$ cat src/rtl/sio_pkg.sv
// sio_pkg: shared types and constants for the serial I/O chain controller.
//   sio_state_t  - frame sequencer states
//   sclk_phase_t - level of the serial clock driven to the board registers
//   FRAME_W      - bits per frame (LED and button registers are both 8 bits)
package sio_pkg;

  localparam int FRAME_W = 8;

  typedef enum logic [2:0] {
    ST_IDLE     = 3'd0,
    ST_LOAD     = 3'd1,
    ST_SHIFT_LO = 3'd2,
    ST_SHIFT_HI = 3'd3,
    ST_LATCH    = 3'd4
  } sio_state_t;

  typedef enum logic {
    SCLK_LO = 1'b0,
    SCLK_HI = 1'b1
  } sclk_phase_t;

endpackage

$ cat src/rtl/sio_bit_timer.sv
// sio_bit_timer: CLK_DIV-cycle phase timer shared by the SHIFT_LO, SHIFT_HI
// and LATCH phases of a frame.
//   clk, rst : clock and synchronous active-high reset
//   i_load   : pulse on the edge that enters a new phase
//   o_done   : high on the last cycle of the phase
//   o_near   : high on the second-to-last cycle of the phase
// A phase entered through i_load lasts exactly CLK_DIV cycles (CLK_DIV >= 2).
module sio_bit_timer #(
  parameter int CLK_DIV = 1024
) (
  input  logic clk,
  input  logic rst,
  input  logic i_load,
  output logic o_done,
  output logic o_near
);

  localparam int            CW   = $clog2(CLK_DIV);
  localparam logic [CW-1:0] LAST = CW'(CLK_DIV - 1);

  logic [CW-1:0] r_cnt;

  // Down-counter: reload on phase entry, stop at zero.
  always_ff @(posedge clk) begin
    if (rst) begin
      r_cnt <= '0;
    end else if (i_load) begin
      r_cnt <= LAST;
    end else if (r_cnt != '0) begin
      r_cnt <= r_cnt - CW'(1);
    end
  end

  assign o_done = (r_cnt == '0);
  assign o_near = (r_cnt == CW'(1));

endmodule

$ cat src/rtl/sio_ctrl.sv
// sio_ctrl: sequencer and arbiter for the shared serial chain of an 8-bit
// LED shift/latch register and an 8-bit button parallel-load register.
//   clk, rst            : clock, synchronous active-high reset
//   wr_req/wr_data/wr_ack : CPU LED write handshake (ack is a 1-cycle pulse)
//   rd_req/rd_ack       : CPU button read handshake (ack is a 1-cycle pulse)
//   btn_data, btn_event : last sampled button byte, pulse when it changed
//   busy                : frame in progress (state != IDLE)
//   sclk, sdata, sdata_pl, sdatain : board serial pins
// One frame serves every request present in LOAD; with no request pending,
// an auto-refresh frame runs after REFRESH idle cycles (0 disables it).
module sio_ctrl
  import sio_pkg::*;
#(
  parameter int CLK_DIV = 1024,
  parameter int REFRESH = 1048576
) (
  input  logic       clk,
  input  logic       rst,
  input  logic       wr_req,
  input  logic [7:0] wr_data,
  output logic       wr_ack,
  input  logic       rd_req,
  output logic       rd_ack,
  output logic [7:0] btn_data,
  output logic       btn_event,
  output logic       busy,
  output logic       sclk,
  output logic       sdata,
  output logic       sdata_pl,
  input  logic       sdatain
);

  localparam int                     BW       = $clog2(FRAME_W);
  localparam logic [BW-1:0]          LAST_BIT = BW'(FRAME_W - 1);
  localparam int                     RW       = (REFRESH > 1) ? $clog2(REFRESH) : 1;
  localparam logic [RW-1:0]          REF_LAST = (REFRESH > 0) ? RW'(REFRESH - 1) : '0;

  sio_state_t          r_state;
  sclk_phase_t         r_sclk;
  logic [1:0]          r_served;   // {write, read} served by the current frame
  logic [FRAME_W-1:0]  r_shadow;
  logic [FRAME_W-1:0]  r_in_shift;
  logic [BW-1:0]       r_bit;
  logic [RW-1:0]       r_ref_cnt;
  logic                r_sdata;
  logic                r_sdata_pl;
  logic                r_busy;
  logic                r_wr_ack;
  logic                r_rd_ack;
  logic [FRAME_W-1:0]  r_btn_data;
  logic                r_btn_event;

  logic                w_tmr_load;
  logic                w_tmr_done;
  logic                w_tmr_near;
  logic                w_ref_due;
  logic [BW-1:0]       w_next_bit;

  // The timer restarts on every phase entry: LOAD->SHIFT_LO, LO->HI, HI->LO/LATCH.
  assign w_tmr_load = (r_state == ST_LOAD) ||
                      (((r_state == ST_SHIFT_LO) || (r_state == ST_SHIFT_HI)) && w_tmr_done);
  assign w_ref_due  = (REFRESH != 0) && (r_ref_cnt == REF_LAST);
  assign w_next_bit = r_bit + BW'(1);

  sio_bit_timer #(
    .CLK_DIV (CLK_DIV)
  ) u_timer (
    .clk    (clk),
    .rst    (rst),
    .i_load (w_tmr_load),
    .o_done (w_tmr_done),
    .o_near (w_tmr_near)
  );

  // Frame FSM; every output is a register set on the edge entering its cycle.
  always_ff @(posedge clk) begin
    if (rst) begin
      r_state     <= ST_IDLE;
      r_sclk      <= SCLK_LO;
      r_served    <= 2'b00;
      r_shadow    <= '0;
      r_in_shift  <= '0;
      r_bit       <= '0;
      r_ref_cnt   <= '0;
      r_sdata     <= 1'b0;
      r_sdata_pl  <= 1'b0;
      r_busy      <= 1'b0;
      r_wr_ack    <= 1'b0;
      r_rd_ack    <= 1'b0;
      r_btn_data  <= '0;
      r_btn_event <= 1'b0;
    end else begin
      r_wr_ack    <= 1'b0;
      r_rd_ack    <= 1'b0;
      r_btn_event <= 1'b0;
      case (r_state)
        ST_IDLE: begin
          // CPU requests and refresh share the same path; the served set is
          // taken in LOAD, so a refresh frame carries no ack.
          if (wr_req || rd_req || w_ref_due) begin
            r_state <= ST_LOAD;
            r_busy  <= 1'b1;
          end else begin
            r_ref_cnt <= r_ref_cnt + RW'(1);
          end
        end
        ST_LOAD: begin
          r_served <= {wr_req, rd_req};
          if (wr_req) begin
            r_shadow <= wr_data;
            r_sdata  <= wr_data[0];
          end else begin
            r_sdata  <= r_shadow[0];
          end
          r_sdata_pl <= 1'b1;
          r_bit      <= '0;
          r_ref_cnt  <= '0;
          r_sclk     <= SCLK_LO;
          r_state    <= ST_SHIFT_LO;
        end
        ST_SHIFT_LO: begin
          // Button bit is taken one cycle before the sclk rise shifts it out.
          if (w_tmr_done) begin
            r_in_shift[r_bit] <= sdatain;
            r_sclk            <= SCLK_HI;
            r_state           <= ST_SHIFT_HI;
          end
        end
        ST_SHIFT_HI: begin
          if (w_tmr_done) begin
            r_sclk <= SCLK_LO;
            if (r_bit == LAST_BIT) begin
              r_sdata_pl <= 1'b0;
              r_state    <= ST_LATCH;
            end else begin
              r_bit   <= w_next_bit;
              r_sdata <= r_shadow[w_next_bit];
              r_state <= ST_SHIFT_LO;
            end
          end
        end
        ST_LATCH: begin
          // Results are registered on the near edge so they are visible
          // during the last LATCH cycle.
          if (w_tmr_near) begin
            r_btn_data  <= r_in_shift;
            r_btn_event <= (r_in_shift != r_btn_data);
            r_wr_ack    <= r_served[1];
            r_rd_ack    <= r_served[0];
          end
          if (w_tmr_done) begin
            r_busy  <= 1'b0;
            r_state <= ST_IDLE;
          end
        end
        default: begin
          r_busy     <= 1'b0;
          r_sclk     <= SCLK_LO;
          r_sdata_pl <= 1'b0;
          r_state    <= ST_IDLE;
        end
      endcase
    end
  end

  assign wr_ack    = r_wr_ack;
  assign rd_ack    = r_rd_ack;
  assign btn_data  = r_btn_data;
  assign btn_event = r_btn_event;
  assign busy      = r_busy;
  assign sclk      = r_sclk;
  assign sdata     = r_sdata;
  assign sdata_pl  = r_sdata_pl;

endmodule

$ cat config.mk
export PLATFORM = sky130hd
export DESIGN_NAME = sio_ctrl
export DESIGN_NICKNAME = d
export VERILOG_FILES = /design/src/rtl/sio_pkg.sv /design/src/rtl/sio_bit_timer.sv /design/src/rtl/sio_ctrl.sv
export SDC_FILE = /design/constraint.sdc
export NUM_CORES = 1
export LEC_CHECK = 0
export CAP_MARGIN = 30
export CORE_MARGIN = 2
export CORE_UTILIZATION = 41
export DETAILED_ROUTE_END_ITERATION = 10
export RECOVER_POWER = 50
export SLEW_MARGIN = 15
export SYNTH_ARGS = -nofsm -noshare
export SYNTH_HDL_FRONTEND = slang
export SYNTH_HIERARCHICAL = 1
export SYNTH_SLANG_ARGS = --single-unit
$ cat constraint.sdc
create_clock -name clk -period 7.7 [get_ports clk]
set_input_delay 2.31 -clock clk [delete_from_list [all_inputs] [get_ports clk]]
set_output_delay 2.31 -clock clk [all_outputs]
set_load 0.05 [all_outputs]
## After elaboration in Yosys (flattened, before gate mapping)

Index checks and enable logic that the tools add are counted.

| operators by class | value |
|---|---|
| add/subtract/negate cells | 3 |
| $lt $le $gt $ge | 3 |
| equal/unequal tests | 15 |
| mux-type cells | 30 |
| bitwise logic cells | 5 |
| reductions and logical operators | 25 |

Operators by type and width:

| operator | number |
|---|---|
| $pmux W20 S2 | 1 |
| $mux W3 | 7 |
| $add A20 B1 Y20 const B | 1 |
| $eq A20 B20 Y1 const B | 1 |
| $mux W10 | 2 |
| $mux W20 | 1 |
| $pmux W3 S5 | 1 |
| $ne A2 B2 Y1 const B | 6 |
| $reduce_and A3 Y1 | 4 |
| $eq A10 B1 Y1 const B | 1 |
| $logic_not A10 Y1 | 1 |
| $mux W1 | 10 |
| $reduce_bool A10 Y1 | 1 |
| $sub A10 B1 Y10 const B | 1 |
| $pmux W1 S3 | 3 |
| $reduce_or A3 Y1 | 3 |
| $bwmux W8 | 1 |
| $lt A3 B4 Y1 const B | 2 |
| $ne A8 B8 Y1 | 1 |
| $reduce_and A2 Y1 | 4 |
| $eq A3 B2 Y1 const B | 2 |
| $eq A3 B3 Y1 const B | 2 |
| $pmux W3 S2 | 1 |
| $reduce_bool A2 Y1 | 3 |
| other kinds (13) | 21 |

| word-level totals | value |
|---|---|
| bits in registers | 69 |
| input port bits | 13 |
| output and inout bits | 15 |

## Depth between registers and ports, before layout

| depth | value |
|---|---|
| depth in word-level cells | 6 |
| mapped depth | 10 |

## Cells and area by module

The synthesis kept the hierarchy.

By module, submodules not included:

| module | times used | cells each | area an instance (µm²) | sequential area each (µm²) |
|---|---|---|---|---|
| sio_ctrl | 1 | 327 | 2777.7 | 1181.1 |
| sio_bit_timer | 1 | 58 | 525.5 | 200.2 |

## Least setup slack after synthesis

Ideal clock, no wire load.

| timing | value |
|---|---|
| path kind | input-to-reg |
| start | input port wr_req |
| end | register r_ref_cnt[17] |
| data arrival time | 3723 ps |
| data required time | 7630 ps |
| path slack | 3907 ps |
| stages | 6 |
| cell sequence | or4_1 -> buf_2 -> nor3_2 -> o2111ai_1 -> or3_1 -> a21oi_1 |

| between the ends | value |
|---|---|
| word-level cells in the longest chain between the ends | 4 |

RTL lines:

| what | line | text |
|---|---|---|
| start, declared | sio_ctrl.sv:19 | `input logic wr_req,` |
| $logic_or A1 B1 Y1 (2 in series) | sio_ctrl.sv:100 | `if (wr_req \|\| rd_req \|\| w_ref_due) begin` |
| $ne A2 B2 Y1 (no line) | -- |  |
| $reduce_and A2 Y1 (no line) | -- |  |
| end signal, assigned | sio_ctrl.sv:104 | `r_ref_cnt <= r_ref_cnt + RW'(1);` |
| end, declared | sio_ctrl.sv:44 | `logic [RW-1:0] r_ref_cnt;` |

Every way passes these cells.
A chain may end at the register's enable or synchronous reset.

==> out/metrics.yaml <==
status:
  status: "finished with violations"
  violations: "capacitance limit, slew limit"
timing:
  slew_headroom_pct: -10.7
  finalCritPeriodShare_pct: 61.3
  finalSetupViolCount: 0
  fmax_ghz: 0.212
  fin_setup_tns_ns: 0
  layout_setup_ws_ns: 2.98
  fin_crit_ns: 4.72
  slew_viol_final: 38
  hold_viol_final: 0
  rsz0062_at_grt: "false"
  worst_clock_skew_ns: 0.00978
  tightestPinTransition_ns: 1.66
drt:
  drtAntennaViolNets: 0
  wl_mm: 6.75
  via_count: 2679
  dr.pass1.iters: 6
  wl_per_cell_microns: 13.2
  via_per_inst: 5.25
  drt_iter0_markers: 115
  drc_errors: 0
finish:
  multi_input_comb_area_sq_um: 1810
  instances_no_fill: 510
  layout-drive-gt1-share_pct: 7.11
  post-route-util_pct: 49.4
  seq_area_sq_um: 1380
  layout_commonest_cell: "dfxtp_1"
  num-fill-cells: 768
  diodes: 0
  area_delta_synth_final_pct: 16.1
  layout.nets: 421
  final_cell_mix: "dfxtp_1, nand2_1, nor2_1"
  final_area_sq_um: 3830
placement:
  portBuffers: 27
  placed_cells: 493
  place_area_sq_um: 3610
  dp_hpwl_mm: 4.60
  dp_slack_ns: 3.18
  gp_congestion: 0.784
clock_tree:
  htreeDepth: 3
  clk_pin_slew_ns: 0.08
  cts_num_sinks: 69
  cts-resized-gates: 0
  clkLatencyLatePin_ns: 0.34
  ctsHoldBuffers: 0
  cts_made_buffers: 9
  cts_tree: "yes"
  post_cts_buffers: 0
  root_buffer: "clkbuf_8"
  cts.path.max_buffers: 2
hold_path:
  min_path_type: "reg2reg"
yosys:
  syn-cell-area_sq_um: 3300
  syn_area_per_cell_sq_um: 8.58
  ys_warn_count: 6
  ys_seq_area_share_pct: 41.8
  ys_types: 59
  synth_fp_nets: 403
  synth_edf_count: 0
  ys.flop_type: "dfxtp_1"
  synth-seq-cells: 69
  ys_async_sr_fraction_pct: 0
  synth_cells: 385
worst_setup_path:
  cp_slowest_cell: "clkbuf_1"
  critPathKind: "in2reg"
  start_kind: "input port"
  cp.arrival_ns: 4.95
  crit_required_ns: 7.94
  cp_max_fo: 37
  cp_top_family: "buffers and inverters"
  crit_path_frequent_cell: "clkbuf_1"
  crit_path_end_kind: "register"
  path_buf_inv: 2
  cpPeakStageDelay_ns: 1.26
  cp_cell_sequence: "clkbuf_1 -> clkbuf_1 -> or2_2 -> nor2_1 -> a31o_2"
die:
  die-area_sq_um: 8790
  ios: 28
  die_height_microns: 93.8
  start_util_pct: 42.5
  dieWidth_microns: 93.8
  coreArea_sq_um: 7770
  rows: 32
global_route:
  overflow: 0
  antenna_found_initial: 0
  grt_pass1_wl_mm: 11.3
  grt_max_degree: 54
  grt_pass1_vias: 2392
  grt_use_total_pct: 16.2
job:
  max_cap_violations: 1
power_and_ir_drop:
  leakagePower_nw: 1.38
  ir_drop_mv: 0.130
  power_per_cell_area_nw_per_um2: 254
==> tightest hold or removal path, cell delays in order (launching register included) <==
cell and delay (ns):
dfxtp_1 0.31, nand2_1 0.05, a21oi_1 0.05
==> cells in the mapped netlist (2+ instances only) <==
cell type,number,area share [%]
dfxtp_1,69,42
nand2_1,51,5.8
nor2_1,42,4.8
a21oi_1,32,4.8
xor2_1,20,5.3
clkbuf_1,15,1.7
mux2i_1,13,3.9
nand3_1,13,2.0
o21ai_0,9,1.4
nor4_1,8,1.5
inv_1,7,0.80
nor3b_1,7,1.6
buf_2,5,0.76
ha_1,5,1.9
nand4_1,5,0.95
nor3_1,5,0.76
or3_1,5,0.95
and2_1,4,0.76
and4_1,4,1.1
nand3b_1,4,0.91
nor2b_1,4,0.76
o211ai_1,4,0.91
a31oi_1,3,0.57
and3_1,3,0.57
nand2b_1,3,0.57
xnor2_1,3,0.80
a211oi_1,2,0.45
a311oi_1,2,0.53
mux4_2,2,1.4
nor3b_2,2,0.76
nor4bb_1,2,0.61
o2111ai_1,2,0.53
o21a_1,2,0.45
o31ai_1,2,0.45
or4_1,2,0.45
==> sequential cells by signal, summed over array words and instances, names as in the netlist <==
signal / cells
busy: 1
r_served: 2
r_ref_cnt: 20
sclk: 1
wr_ack: 1
r_state: 3
u_timer/r_cnt: 10
btn_event: 1
sdata_pl: 1
rd_ack: 1
btn_data: 8
r_in_shift: 8
r_shadow: 8
r_bit: 3
sdata: 1
==> where the power goes <==
part	internal, mW	switching [mW]	total [mW]
registers	0.391	0.0430	0.434
logic	0.0919	0.120	0.212
clock network	0.184	0.145	0.329
total	0.666	0.308	0.974
==> kinds of logic (layout without fill, tap and decap cells) <==
| group | count (synthesis) | in the layout | synth area share, % |
|---|---|---|---|
| adders and majority gates | 5 | 5 | 1.89 |
| buffers and inverters | 29 | 52 | 3.52 |
| AOI/OAI and AO/OA | 70 | 70 | 13.4 |
| xor gates and xnor gates | 23 | 23 | 6.10 |
| muxes | 16 | 16 | 5.64 |
| DFF | 69 | 69 | 41.8 |
| and+or+nand+nor | 173 | 173 | 27.7 |
==> final timing paths <==
path | start | endpoint | slack (ns) | cells past startpoint
max | rst | r_ref_cnt[2] | 2.98 | 5
min reg2reg | r_shadow[3] | r_shadow[3] | 0.46 | 2
min | r_shadow[3] | r_shadow[3] | 0.46 | 2
max reg2reg | u_timer/r_cnt[1] | r_in_shift[1] | 4.56 | 10
==> cell type report <==
| cell class | count | area share, % |
|---|---|---|
| timing repair buffer | 28 | 6.98 |
| multi-input combinational | 287 | 47.1 |
| clock buffer | 9 | 3.23 |
| sequential | 69 | 36.0 |
| inverter | 8 | 0.783 |
| tap | 102 | 3.33 |
| clock inverter | 7 | 2.58 |
==> per-layer routing <==
metal	global-route usage, %	wire, microns	vias up
li1	-	-	1405
met3	5.30	251	10
met4	3.99	90	0
met5	0	0	-
met2	25.8	3050	42
met1	21.2	3360	1222
==> stage by stage <==
step,hold WS (ns),total power [mW]
after detailed placement,0.450,0.652
after CTS,0.461,0.982
final,0.456,0.974
after global placement,0.445,0.648
after global routing,0.481,1.03
after floorplan,0.433,0.600
No activity file was read; power rests on OpenSTA's default activity.
